`src/rtl/alu_defs.sv`:
```
// alu_defs: state and opcode encodings shared by the ALU arithmetic path.
package alu_defs;
  typedef enum logic [1:0] {
    ST_IDLE = 2'd0,
    ST_RUN  = 2'd1,
    ST_DONE = 2'd2
  } state_t;
  localparam logic OP_ADD = 1'b0;
  localparam logic OP_SUB = 1'b1;
endpackage

```
`src/rtl/full_adder.sv`:
```
// full_adder: single-bit full adder cell.
module full_adder (
  input  logic a,
  input  logic b,
  input  logic ci,
  output logic s,
  output logic co
);
  assign s  = a ^ b ^ ci;
  assign co = (a & b) | (ci & (a ^ b));
endmodule

```
`src/rtl/serial_adder_ctrl.sv`:
```
// serial_adder_ctrl: bit-serial add/subtract sequencer, LSB first through one full adder.
module serial_adder_ctrl
  import alu_defs::*;
#(
  parameter int N = 8
) (
  input  logic         clk,
  input  logic         rst_n,
  input  logic         start,
  input  logic         sub,
  input  logic [N-1:0] a,
  input  logic [N-1:0] b,
  output logic         busy,
  output logic         done,
  output logic [N-1:0] result,
  output logic         c_out,
  output logic         overflow
);
  localparam int CNT_W = $clog2(N + 1);
  state_t state;
  logic [N-1:0] a_sr, b_sr;
  logic [CNT_W-1:0] cnt;
  logic carry, fa_s, fa_c;
  full_adder u_fa (
    .a (a_sr[0]),
    .b (b_sr[0]),
    .ci(carry),
    .s (fa_s),
    .co(fa_c)
  );
  always_ff @(posedge clk or negedge rst_n)
    if (!rst_n) begin
      state    <= ST_IDLE;
      busy     <= 1'b0;
      done     <= 1'b0;
      result   <= '0;
      c_out    <= 1'b0;
      overflow <= 1'b0;
      cnt      <= '0;
      carry    <= 1'b0;
      a_sr     <= '0;
      b_sr     <= '0;
    end else
      case (state)
        ST_IDLE: begin
          done <= 1'b0;
          if (start) begin
            a_sr  <= a;
            b_sr  <= sub == OP_SUB ? ~b : b;
            carry <= sub;
            cnt   <= '0;
            busy  <= 1'b1;
            state <= ST_RUN;
          end
        end
        ST_RUN: begin
          result <= {fa_s, result[N-1:1]};
          a_sr   <= a_sr >> 1;
          b_sr   <= b_sr >> 1;
          carry  <= fa_c;
          cnt    <= cnt + 1'b1;
          // carry still holds the carry into the MSB on the final bit
          if (cnt == CNT_W'(N - 1)) begin
            c_out    <= fa_c;
            overflow <= carry ^ fa_c;
            busy     <= 1'b0;
            done     <= 1'b1;
            state    <= ST_DONE;
          end
        end
        ST_DONE: begin
          done  <= 1'b0;
          state <= ST_IDLE;
        end
        default: state <= ST_IDLE;
      endcase
endmodule

```
`config.mk`:
```
export PLATFORM = sky130hd
export DESIGN_NAME = serial_adder_ctrl
export DESIGN_NICKNAME = d
export VERILOG_FILES = /design/src/rtl/alu_defs.sv /design/src/rtl/full_adder.sv /design/src/rtl/serial_adder_ctrl.sv
export SDC_FILE = /design/constraint.sdc
export NUM_CORES = 1
export LEC_CHECK = 0
export ABC_AREA = 1
export CORE_ASPECT_RATIO = 0.7
export CORE_UTILIZATION = 45
export DETAILED_ROUTE_END_ITERATION = 7
export HOLD_SLACK_MARGIN = 0.02
export PLACE_DENSITY = 0.74
export SYNTH_ARGS = -nofsm -noshare
export SYNTH_HDL_FRONTEND = slang
export SYNTH_SLANG_ARGS = --single-unit
export TNS_END_PERCENT = 100
```
`constraint.sdc`:
```
create_clock -name clk -period 1.1 [get_ports clk]
set_clock_uncertainty 0.05 [all_clocks]
set_input_delay 0.11 -clock clk [delete_from_list [all_inputs] [get_ports clk]]
set_output_delay 0.11 -clock clk [all_outputs]
set_load 0.1 [all_outputs]
```
---- Yosys cells after proc, flatten, opt, wreduce, memory -nomap -nowiden ----
Index checks and enable logic that the tools add are counted.
operators by class
  add/subtract/negate cells ............... 1
  equal/unequal tests ..................... 5
  mux-type cells .......................... 17
  bitwise gates (word level) .............. 7
  reduce and logical (&&, ||, !) cells .... 9
operator list
  operator             number
  $pmux 8 s2           2
  $mux 8               3
  $not 8->8            1
  $pmux 4 s2           1
  $reduce_and 2->1     4
  $pmux 1 s2           3
  $add 4x1->4 const B  1
  $eq 4x3->1 const B   1
  $mux 1               4
  $mux 2               2
  $mux 4               1
  $ne 2x2->1 const B   2
  $pmux 2 s2           1
  $reduce_bool 2->1    2
  $reduce_and 3->1     1
  $xor 1x1->1          3
  $and 1x1->1          2
  $eq 2x1->1 const B   1
  $eq 2x2->1 const B   1
  $logic_not 2->1      1
  $reduce_or 2->1      1
  $or 1x1->1           1
word-level totals
  flip-flop bits (word level) ............. 35
  output and inout bits ................... 12
  logic and storage cells ................. 49

---- Logic depth before layout (Yosys ltp) ----
  depth in word-level cells ............... 4
  gate-level depth with buffers ........... 8
  mapped depth without buffers ............ 7

---- Cells and area by module ----
Synthesis repeated with hierarchy kept, for this count alone.
unflattened totals
  cell total of the unflattened synthesis .. 204
  area, all modules ....................... 1699.1 µm²
by module, submodules not included
  module             instances  cells an instance  area each (µm²)  sequential area each (µm²)
  serial_adder_ctrl  1          203                1679.1           875.8
  full_adder         1          1                  20.0             0.0

---- Worst setup path before layout ----
No wires, ideal clock.
  path kind ............................... register -> register
  from .................................... reg result[2]
  to ...................................... reg result[1]
  data arrival time ....................... 1.169 ns
  required time ........................... 0.967 ns
  path slack .............................. -0.202 ns
  stages on the path, launching flop included .. 3
  buffers on the path ..................... 0
  clock period less this slack ............ 1.302 ns
  cell sequence ........................... dfrtp_1 inv_1 o21ai_0
RTL lines
  element                   line                     text
  start: declaration        serial_adder_ctrl.sv:15  output logic [N-1:0] result,
  start signal: assignment  serial_adder_ctrl.sv:57  result <= {fa_s, result[N-1:1]};
No word-level cell between the ends.

---- Worst setup path in the final report ----
  from .................................... reg carry
  to ...................................... reg overflow
on the way
  cells in the longest elaborated chain, start to end .. 3
RTL lines
  element                   line                     text
  start: declaration        serial_adder_ctrl.sv:23  logic carry, fa_s, fa_c;
  start signal: assignment  serial_adder_ctrl.sv:50  carry <= sub;
  $and 1x1->1               full_adder.sv:10         assign co = (a & b) | (ci & (a ^ b));
  $or 1x1->1                full_adder.sv:10
  via fa_c                  serial_adder_ctrl.sv:23
  $xor 1x1->1               serial_adder_ctrl.sv:65  overflow <= carry ^ fa_c;
  end signal: assignment    serial_adder_ctrl.sv:65
  end: declaration          serial_adder_ctrl.sv:17  output logic overflow
The timed path passes the listed nets, and every way through them passes these cells.
A chain may end at the register's enable or synchronous reset.

==> metrics <==
run status=finished with violations; failing checks=setup timing; Synth Register Bits=35; clk buf depth=2; slew at the pin closest to its max-slew limit=0.2378 ns; placed insts=271; critical setup path kind=flip-flop to flip-flop; Routed Antenna Nets=0; WL final=4517 um; first-pass GRT wire length=6265 um; Comb power frac=0.606; vias in the first global route=1,350; Tmin final=about 1.2 ns; commonest cells after routing, fill and taps aside=nand2_1 (58), dfrtp_1 (23), clkdlybuf4s50_1 (19); H-tree Lvls=2; critical path startpoint category=flip-flop; Int Pwr=4.455 mW; Final Hold Fails=0; final setup violation count=26; Critical-path top delay cell=fa_2; Die H=51.60 um; Max stage delay on crit path=0.43 ns; antenna diode count=0; RSZ-0062 raised after global routing=yes; Peak VDD IR=~2.5 mV; sequential power share=0.280; Clk pwr share=0.114; CP required=1.26 ns; placer congestion estimate=about 0.77; CTS Root Cell=clkbuf_8; pwr dens=around 3200 nW/um^2; Hold Path Class=input pin to asynchronous set/reset pin; cell breakdown of the critical path=fa_2 > xnor2_2 > o21ai_1; register area share after synthesis=0.5538; CP endpoint kind=flip-flop; Sink Count=35; Placement Setup Slack=-0.1867 ns; fin crit share=1.107; fraction of layout cells with a size suffix above 1=0.4592; Via-to-Cell Ratio=5.100; worst-skew pair later-pin latency=0.29 ns; most common cell after layout, fill and taps aside=nand2_1; Clock transition at path regs=0.07 ns; switching power=4.002 mW; drt pass-1 iters=4; area delta synth->final=66.61%; pin count of the biggest net entering global routing=36; share of the synthesized area in the top cell type=0.5538; vias post-DR=1,428; gr ovfl total=0; Worst Path Arrival=1.38 ns; die width=72.86 um; Area contributors post-synth=dfrtp_1 (55%), nand2_1 (19%), nand3_1 (5.7%), xor2_1 (3.9%), o21ai_0 (2.8%); r2r setup slk=-0.12 ns; minimum hold slack=about 0.14 ns; Tot Pwr=around 8.5 mW; slew margin rel.=0.8398; average wire per standard cell=16.13 um; initial core utilization=0.4860; initial antenna violation count=0; HPWL Detailed=roughly 2500 um; Net Sw Frac=0.4733; Port Buffer Count=31; Max FO, Critical Path=3; core area=3254 um^2; post-synth top area cell=dfrtp_1; CTS tree=yes; Total Negative Setup Slacks=-1.411 ns; Post-Syn Instances=180; mapped cell area=1582 um^2; syn nets=202; NumNets Final=254; Max Cap Viol=0; drc violations=0; cts bufs inserted=5; Die Area=3759 um^2; # rows=17; Synth warnings=0; Post-Syn Area per Cell=8.786 um^2; top achievable clock speed=821.5 MHz; Post-Layout Cell Count=280; Final Max Slew Viols=0; I/O pin cnt=32; fin worst setup slack=-0.1173 ns; initial DRC count=60; distinct cell type count after synthesis=20; GRT Total Usage=0.2319; leak pwr=1.336 nW
metal layers:
metal / track usage / wire (um) / up-vias
met1: 0.2908 / 1861 / 713
met3: 0.05233 / 145 / 10
met5: 0 / 0 / -
li1: - / - / 670
met4: 0.1078 / 117 / 0
met2: 0.3863 / 2392 / 35
cells by family after synthesis:
logic type               synth area share
AO/OA/AOI/OAI                     0.03797
XOR/XNOR                          0.04984
adder cells (fa/ha/maj)           0.02057
buffers and inverters             0.06329
flip-flops                         0.5538
AND/OR/NAND/NOR                    0.2745
sequential cells by signal (all words and copies together), names as in the netlist, 2 cells and up:
signal and cells:
b_sr 8, a_sr 8, cnt 4, result 8, state 2
layout make-up:
cell class | count | area, um^2
clock buffers | 7 | 86.33
fillers | 173 | 619.3
clock inverters | 1 | 5.005
multi-input cells | 128 | 869.6
inverters | 10 | 52.55
repair buffers | 52 | 671.9
well taps | 47 | 58.81
flip-flops and latches | 35 | 890.9
cells in the mapped netlist:
| cell type | count |
|---|---|
| a21oi_1 | 1 |
| buf_2 | 2 |
| buf_4 | 1 |
| buf_6 | 4 |
| dfrtp_1 | 35 |
| fa_1 | 1 |
| ha_1 | 1 |
| inv_1 | 8 |
| inv_2 | 2 |
| nand2_1 | 80 |
| nand2_2 | 2 |
| nand2_4 | 1 |
| nand3_1 | 18 |
| nand4_1 | 1 |
| nor2_1 | 2 |
| nor2_2 | 1 |
| o21ai_0 | 9 |
| o21ai_1 | 2 |
| xnor2_1 | 2 |
| xor2_1 | 7 |
through the flow:
stage / cell area, um^2 / utilization
global route: 2635 / 0.8097
global placement: 2203 / 0.6770
finish: 2635 / 0.8097
CTS: 2354 / 0.7232
detailed placement: 2203 / 0.6770
floorplan: 1602 / -
repair_timing:
action / 4_1_cts / 5_1_grt
gates cloned: 0 / 1
endpoints found under the setup margin: 24 / 32
pin swaps: 7 / 18
resized for setup: 21 / 67
setup buffers: 1 / 1
hold buffers: 0 / 0
final timing paths:
path                            end  depth (start not counted)  startpoint
max in group asynchronous      done                          2       rst_n
min reg2reg                 a_sr[2]                          2     a_sr[3]
min in group clk            a_sr[4]                          3        a[4]
max reg2reg                overflow                          3       carry
min                           c_out                          2       rst_n
max                        overflow                          3       carry
power by group through the flow:
stage / sequential (mW) / clock [mW] / combinational [mW]
final: 2.37 / 0.964 / 5.12
after floorplan: 3.56 / 0 / 1.21
after detailed placement: 2.32 / 0 / 4.18
after CTS: 2.31 / 0.981 / 4.36
after global placement: 2.29 / 0 / 4.04
after global routing: 2.43 / 1.05 / 5.40
critical path, delay by kind of cell, from the launching register on:
kind	cells	cell delay, ns
DFF	1	0.40
adders and majority gates	1	0.43
AOI/OAI and AO/OA	1	0.12
xor gates and xnor gates	1	0.15
(Power assumes the default switching activity.)
